--- config.mk ---
export PLATFORM = sky130hd
export DESIGN_NAME = miriscv_apb_bridge
export DESIGN_NICKNAME = d
export VERILOG_FILES = /design/src/rtl/miriscv_apb_bridge.sv
export SDC_FILE = /design/constraint.sdc
export NUM_CORES = 1
export LEC_CHECK = 0
export ABC_AREA = 1
export CORE_MARGIN = 2
export CORE_UTILIZATION = 38
export DETAILED_ROUTE_END_ITERATION = 12
export PLACE_DENSITY = 0.78
export SYNTH_ARGS = -nofsm -noshare
export SYNTH_HDL_FRONTEND = slang
export SYNTH_SLANG_ARGS = --single-unit
--- constraint.sdc ---
create_clock -name clk_i -period 1.9 [get_ports clk_i]
set_clock_uncertainty 0.2 [all_clocks]
set_input_delay 0.38 -clock clk_i [delete_from_list [all_inputs] [get_ports clk_i]]
set_output_delay 0.38 -clock clk_i [all_outputs]
set_load 0.1 [all_outputs]
--- src/rtl/miriscv_apb_bridge.sv ---
// APB master bridge for the miriscv data port: one outstanding request, SETUP/ACCESS with waits.
// Optional ACCESS timeout is enabled by defining MIRISCV_APB_BRIDGE_TIMEOUT_EN.
module miriscv_apb_bridge #(
    parameter int unsigned NUM_SLAVES     = 2,
    parameter int unsigned SEL_LSB        = 12,
    parameter int unsigned TIMEOUT_CYCLES = 256
) (
    input  logic                     clk_i,
    input  logic                     arstn_i,
    input  logic                     data_req_i,
    input  logic                     data_we_i,
    input  logic [3:0]               data_be_i,
    input  logic [31:0]              data_addr_i,
    input  logic [31:0]              data_wdata_i,
    output logic                     data_rvalid_o,
    output logic [31:0]              data_rdata_o,
    output logic                     data_err_o,
    output logic [NUM_SLAVES-1:0]    psel_o,
    output logic                     penable_o,
    output logic                     pwrite_o,
    output logic [31:0]              paddr_o,
    output logic [31:0]              pwdata_o,
    output logic [3:0]               pstrb_o,
    input  logic [NUM_SLAVES*32-1:0] prdata_i,
    input  logic [NUM_SLAVES-1:0]    pready_i,
    input  logic [NUM_SLAVES-1:0]    pslverr_i
);

    localparam int unsigned SW = (NUM_SLAVES > 1) ? $clog2(NUM_SLAVES) : 1;

    typedef enum logic [1:0] {StIdle, StSetup, StAccess, StResp} state_e;

    state_e                  state_q, state_d;
    logic [NUM_SLAVES-1:0]   psel_q, psel_d;
    logic                    penable_q, penable_d;
    logic                    rvalid_q, rvalid_d;
    logic [31:0]             rdata_q, rdata_d;
    logic                    err_q, err_d;
    logic                    pwrite_q, pwrite_d;
    logic [31:0]             paddr_q, paddr_d;
    logic [31:0]             pwdata_q, pwdata_d;
    logic [3:0]              pstrb_q, pstrb_d;

    logic [SW-1:0]           req_idx;
    logic                    req_idx_ok;
    logic                    pready_sel;
    logic                    pslverr_sel;
    logic [31:0]             prdata_sel;
    logic                    unused_cfg;

    assign unused_cfg = ^TIMEOUT_CYCLES;
    assign req_idx    = data_addr_i[SEL_LSB +: SW];

    // A power-of-two slave count makes every index field value legal.
    if (NUM_SLAVES == (1 << SW)) begin : g_idx_full
        assign req_idx_ok = 1'b1;
    end else begin : g_idx_part
        assign req_idx_ok = (32'(req_idx) < NUM_SLAVES);
    end

`ifdef MIRISCV_APB_BRIDGE_TIMEOUT_EN
    localparam int unsigned CntW = $clog2(TIMEOUT_CYCLES + 1);
    logic [CntW-1:0] cnt_q, cnt_d;
`endif

    // The registered one-hot select steers the slave response mux.
    always_comb begin
        prdata_sel  = '0;
        pready_sel  = |(pready_i & psel_q);
        pslverr_sel = |(pslverr_i & psel_q);
        for (int unsigned k = 0; k < NUM_SLAVES; k++) begin
            if (psel_q[k]) begin
                prdata_sel = prdata_sel | prdata_i[k*32 +: 32];
            end
        end
    end

    always_comb begin
        state_d   = state_q;
        psel_d    = psel_q;
        penable_d = penable_q;
        rvalid_d  = 1'b0;
        rdata_d   = rdata_q;
        err_d     = err_q;
        pwrite_d  = pwrite_q;
        paddr_d   = paddr_q;
        pwdata_d  = pwdata_q;
        pstrb_d   = pstrb_q;
`ifdef MIRISCV_APB_BRIDGE_TIMEOUT_EN
        cnt_d     = cnt_q;
`endif
        unique case (state_q)
            StIdle: begin
                if (data_req_i) begin
                    paddr_d  = data_addr_i;
                    pwrite_d = data_we_i;
                    pwdata_d = data_wdata_i;
                    pstrb_d  = data_we_i ? data_be_i : 4'b0000;
                    if (req_idx_ok) begin
                        state_d = StSetup;
                        for (int unsigned k = 0; k < NUM_SLAVES; k++) begin
                            psel_d[k] = (32'(req_idx) == k);
                        end
`ifdef MIRISCV_APB_BRIDGE_TIMEOUT_EN
                        cnt_d = '0;
`endif
                    end else begin
                        state_d  = StResp;
                        rvalid_d = 1'b1;
                        rdata_d  = '0;
                        err_d    = 1'b1;
                    end
                end
            end
            StSetup: begin
                state_d   = StAccess;
                penable_d = 1'b1;
            end
            StAccess: begin
                if (pready_sel) begin
                    state_d   = StResp;
                    psel_d    = '0;
                    penable_d = 1'b0;
                    rvalid_d  = 1'b1;
                    rdata_d   = pwrite_q ? 32'h0 : prdata_sel;
                    err_d     = pslverr_sel;
                end
`ifdef MIRISCV_APB_BRIDGE_TIMEOUT_EN
                else if (cnt_q == CntW'(TIMEOUT_CYCLES - 1)) begin
                    state_d   = StResp;
                    psel_d    = '0;
                    penable_d = 1'b0;
                    rvalid_d  = 1'b1;
                    rdata_d   = '0;
                    err_d     = 1'b1;
                end else begin
                    cnt_d = cnt_q + 1'b1;
                end
`endif
            end
            StResp: begin
                state_d = StIdle;
            end
            default: begin
                state_d   = StIdle;
                psel_d    = '0;
                penable_d = 1'b0;
            end
        endcase
    end

    always_ff @(posedge clk_i) begin
        if (!arstn_i) begin
            state_q   <= StIdle;
            psel_q    <= '0;
            penable_q <= 1'b0;
            rvalid_q  <= 1'b0;
            rdata_q   <= '0;
            err_q     <= 1'b0;
            pwrite_q  <= 1'b0;
            paddr_q   <= '0;
            pwdata_q  <= '0;
            pstrb_q   <= '0;
`ifdef MIRISCV_APB_BRIDGE_TIMEOUT_EN
            cnt_q     <= '0;
`endif
        end else begin
            state_q   <= state_d;
            psel_q    <= psel_d;
            penable_q <= penable_d;
            rvalid_q  <= rvalid_d;
            rdata_q   <= rdata_d;
            err_q     <= err_d;
            pwrite_q  <= pwrite_d;
            paddr_q   <= paddr_d;
            pwdata_q  <= pwdata_d;
            pstrb_q   <= pstrb_d;
`ifdef MIRISCV_APB_BRIDGE_TIMEOUT_EN
            cnt_q     <= cnt_d;
`endif
        end
    end

    assign data_rvalid_o = rvalid_q;
    assign data_rdata_o  = rdata_q;
    assign data_err_o    = err_q;
    assign psel_o        = psel_q;
    assign penable_o     = penable_q;
    assign pwrite_o      = pwrite_q;
    assign paddr_o       = paddr_q;
    assign pwdata_o      = pwdata_q;
    assign pstrb_o       = pstrb_q;

endmodule

==> impl_metrics.csv, run 1 <==
group,metric,value,unit
clocking,cts_resized,0,
yosys,synth_compound_area_frac,0.127,
yosys,syn_avg_cell_area,7.15,sq um
floorplan,die_x,110,microns
yosys,synth_edf_count,0,
yosys,netlist_instances,601,
detailed_routing,antenna_left,0,
yosys,syn_area,0.00430,sq mm
layout,drive_above_1_share,0.182,
global_route,grt_pass1_vias,4866,
detailed_routing,routedWlPerCell,15.5,microns
setup_path,ff2ff_setup_slack,0.18,ns
setup_path,critPathLaunch,"state_q[0]$_SDFFE_PN0P_",
yosys,syn_nets,744,
detailed_routing,avgViaCountPerCell,4.94,
setup_path,worstPathRequired,1.99,ns
yosys,synth_top_family_by_area,"simple AND/OR/NAND/NOR gates",
yosys,synthAdderAreaFrac,0.00873,
timing,fin_tns_setup,0,ns
setup_path,slowest_stage,"dfxtp_1",
clocking,post_cts_buffers,0,
timing,slew_violations,0,
setup_path,timing.rr.start,"state_q[0]$_SDFFE_PN0P_",
yosys,synth_xor_area_frac,0,
placement,port_buffers,245,
yosys,yosysWarnings,0,
placement,hpwl,11500,microns
detailed_routing,drc,0,
hold_path,hp-class,"in2reg",
clocking,root_buffer,"clkbuf_16",
layout,diodes,0,
yosys,synth.top_cell.area_share,0.503,
timing,finalCriticalPeriod,1.72,ns
setup_path,path_class,"reg2reg",
floorplan,coreArea,0.0109,sq mm
yosys,synth_flop_cell,"dfxtp_1",
setup_path,crit_path_max_fanout,33,
yosys,synth_area_leader_cell,"dfxtp_1",
yosys,netlist_top_cells_count,"nand2_1 (153), nor2_1 (132), dfxtp_1 (108)",
yosys,synthArstFlopShare,0,
power,pwr-share-seq,0.262,
floorplan,die_y,110,microns
yosys,ys_seq_area_frac,0.503,
setup_path,slowest_delay,0.30,ns
clocking,numCtsBuffers,9,
global_route,grt_pass1_wl,23200,microns
floorplan,initial_core_util,0.393,
timing,finalHoldViolations,0,
layout,area_growth,92.8,%
timing,period_share,0.907,
setup_path,crit_buf_inv,4,
clocking,clk_path_buf_depth,2,
power,power_leakage,0.00348,uW
detailed_routing,drt-initial-drc-count,240,
yosys,synth-simple-area-share,0.300,
clocking,cts_tree,"yes",
setup_path,path_cells,"inv_1 > ha_1 > inv_2 > a21oi_2 > inv_2 > nor2_8 > buf_12 > nand2_1 > nand2_1",
clocking,cts_sinks,108,
power,worst_ir_drop_vdd,1250,uV
placement,place.gp.congestion,0.827,
power,clkPwrFrac,0.156,
timing,relSlewSlack,0.756,
power,p_int,6390,uW
detailed_routing,dr_total_vias,4830,
yosys,synth_area_leaders,"dfxtp_1 (50%), nand2_1 (13%), nor2_1 (12%)",
setup_path,crit_arrival,1.81,ns
global_route,grt_overflow,0,
global_route,grt_max_degree,89,
timing,tightestPinTransition,0.366,ns
hold_path,min_from,"arstn_i",
detailed_routing,firstDrtPassIters,5,
power,p_per_area,1500,mW/mm^2
placement,place_area,0.00798,sq mm
global_route,grt_usage,0.247,
power,switchingPower,6030,uW
detailed_routing,finalWirelength,15100,microns
timing,setup_viol,0,
setup_path,r2r_cells,9,
timing,clock.fmax,0.580,GHz
setup_path,reg2reg_to,"data_rdata_o[24]$_SDFFE_PN0P_",
yosys,yosys.cell_types.count,20,
setup_path,end_kind,"flip-flop",
layout,nets,975,
hold_path,min_to,"pwdata_o[9]$_SDFFE_PN0P_",
flow_run,cap_violations,0,
yosys,synth.most_common_cell,"nand2_1",
status,status,"completed",
setup_path,critical_path.top_delay_family,"buffers and inverters",
floorplan,io_pins,246,
layout,final_area,0.00829,sq mm
yosys,yosys-mux-area-fraction,0,
floorplan,dieArea,0.0122,sq mm
floorplan,num_rows,38,
global_route,antenna_found_initial,0,
clocking,path_clk_slew,0.07,ns
yosys,synth-seq-cells,108,
hold_path,holdPathStages,3,
clocking,clkLatencyLatePin,0.34,ns
clocking,cts.htree.levels,3,
clocking,hold_buffers,0,
power,combPwrFrac,0.582,
power,switching_share,0.486,
timing,rsz0062_at_grt,"false",
setup_path,cp-start-kind,"flip-flop",
stage by stage:
step / utilization / setup WS [ns] / total power, uW / hold WS (ns) / cells
after floorplan: - / 0.110 / 7640 / 0.256 / 601
after global placement: 0.730 / 0.0622 / 10400 / 0.264 / 961
after detailed placement: 0.730 / -0.0231 / 10500 / 0.276 / 961
after CTS: 0.758 / 0.199 / 12500 / 0.193 / 977
after global routing: 0.758 / 0.0630 / 13000 / 0.211 / 977
final: 0.758 / 0.176 / 12400 / 0.201 / 977
logic make-up after synthesis:
group,after synthesis
fa+ha+maj,3
buf+inv,57
compound gates,108
simple gates,325
flops,108
flip-flops by register name, summed over array words and instances, names as in the netlist:
name	cells
pwdata_o	32
paddr_o	32
data_err_o	1
pwrite_o	1
state_q	2
data_rvalid_o	1
data_rdata_o	32
psel_o	2
pstrb_o	4
penable_o	1
worst max path at each step:
stage	to	depth (start not counted)	slack [ns]
after floorplan	data_rdata_o[0]$_SDFFE_PN0P_	7	0.11
after global placement	data_rdata_o[26]$_SDFFE_PN0P_	8	0.06
after detailed placement	data_rdata_o[24]$_SDFFE_PN0P_	8	-0.02
after CTS	data_rdata_o[24]$_SDFFE_PN0P_	9	0.20
after global routing	data_rdata_o[29]$_SDFFE_PN0P_	9	0.06
final	data_rdata_o[24]$_SDFFE_PN0P_	9	0.18
power groups by stage:
stage / combinational, uW / clock, uW / sequential, uW
2_1_floorplan: 1540 / 0 / 6100
3_3_place_gp: 7090 / 0 / 3270
3_5_place_dp: 7220 / 0 / 3300
4_1_cts: 7240 / 1970 / 3250
5_1_grt: 7590 / 2070 / 3300
6_report: 7230 / 1940 / 3250
placed cells by master, fill, tap and decap left out:
cell type,count
nand2_1,152
ha_1,3
inv_2,3
buf_12,111
dfxtp_1,105
inv_6,1
clkinv_4,1
nor2_1,132
a21oi_2,1
nand2_2,2
nor2_8,1
buf_2,1
a22o_1,1
clkbuf_16,9
inv_1,11
buf_4,13
or2_2,1
o21ai_0,65
a21oi_1,41
clkbuf_8,2
nand4_1,2
bufinv_16,1
dfxtp_2,3
clkdlybuf4s50_1,138
nand3_1,35
clkinv_2,2
routing by layer:
metal	vias up	part of all wire	global-route usage	wire, microns
met5	-	0	0	0
met4	0	0.044	0.140	662
met3	42	0.066	0.0511	992
met2	182	0.52	0.449	7880
met1	2234	0.37	0.264	5600
li1	2372	-	-	-
worst min-delay path, stage by stage:
cell and delay [ns]:
buf_2 0.18, o21ai_0 0.10, nor2_1 0.04
final cells by class:
class                           count  area [sq um]
Clock buffer                       11           253
Clock inverter                      5          57.6
Fill cell                         754          2650
Inverter                           14          52.6
Multi-Input combinational cell    436          1880
Sequential cell                   108          2170
Tap cell                          140           175
Timing Repair Buffer              263          3710
Note: power is estimated with default switching activity, not from simulation.
==> run 2: changes to the inputs <==
--- a/config.mk
+++ b/config.mk
@@ -6,6 +6,7 @@
 export NUM_CORES = 1
 export LEC_CHECK = 0
 export ABC_AREA = 1
+export ABC_CLOCK_PERIOD_IN_PS = 1900
 export CORE_MARGIN = 2
 export CORE_UTILIZATION = 38
 export DETAILED_ROUTE_END_ITERATION = 12
==> results of run 2 <==
The final DEF is identical to that of run 1; final timing and power are the same.
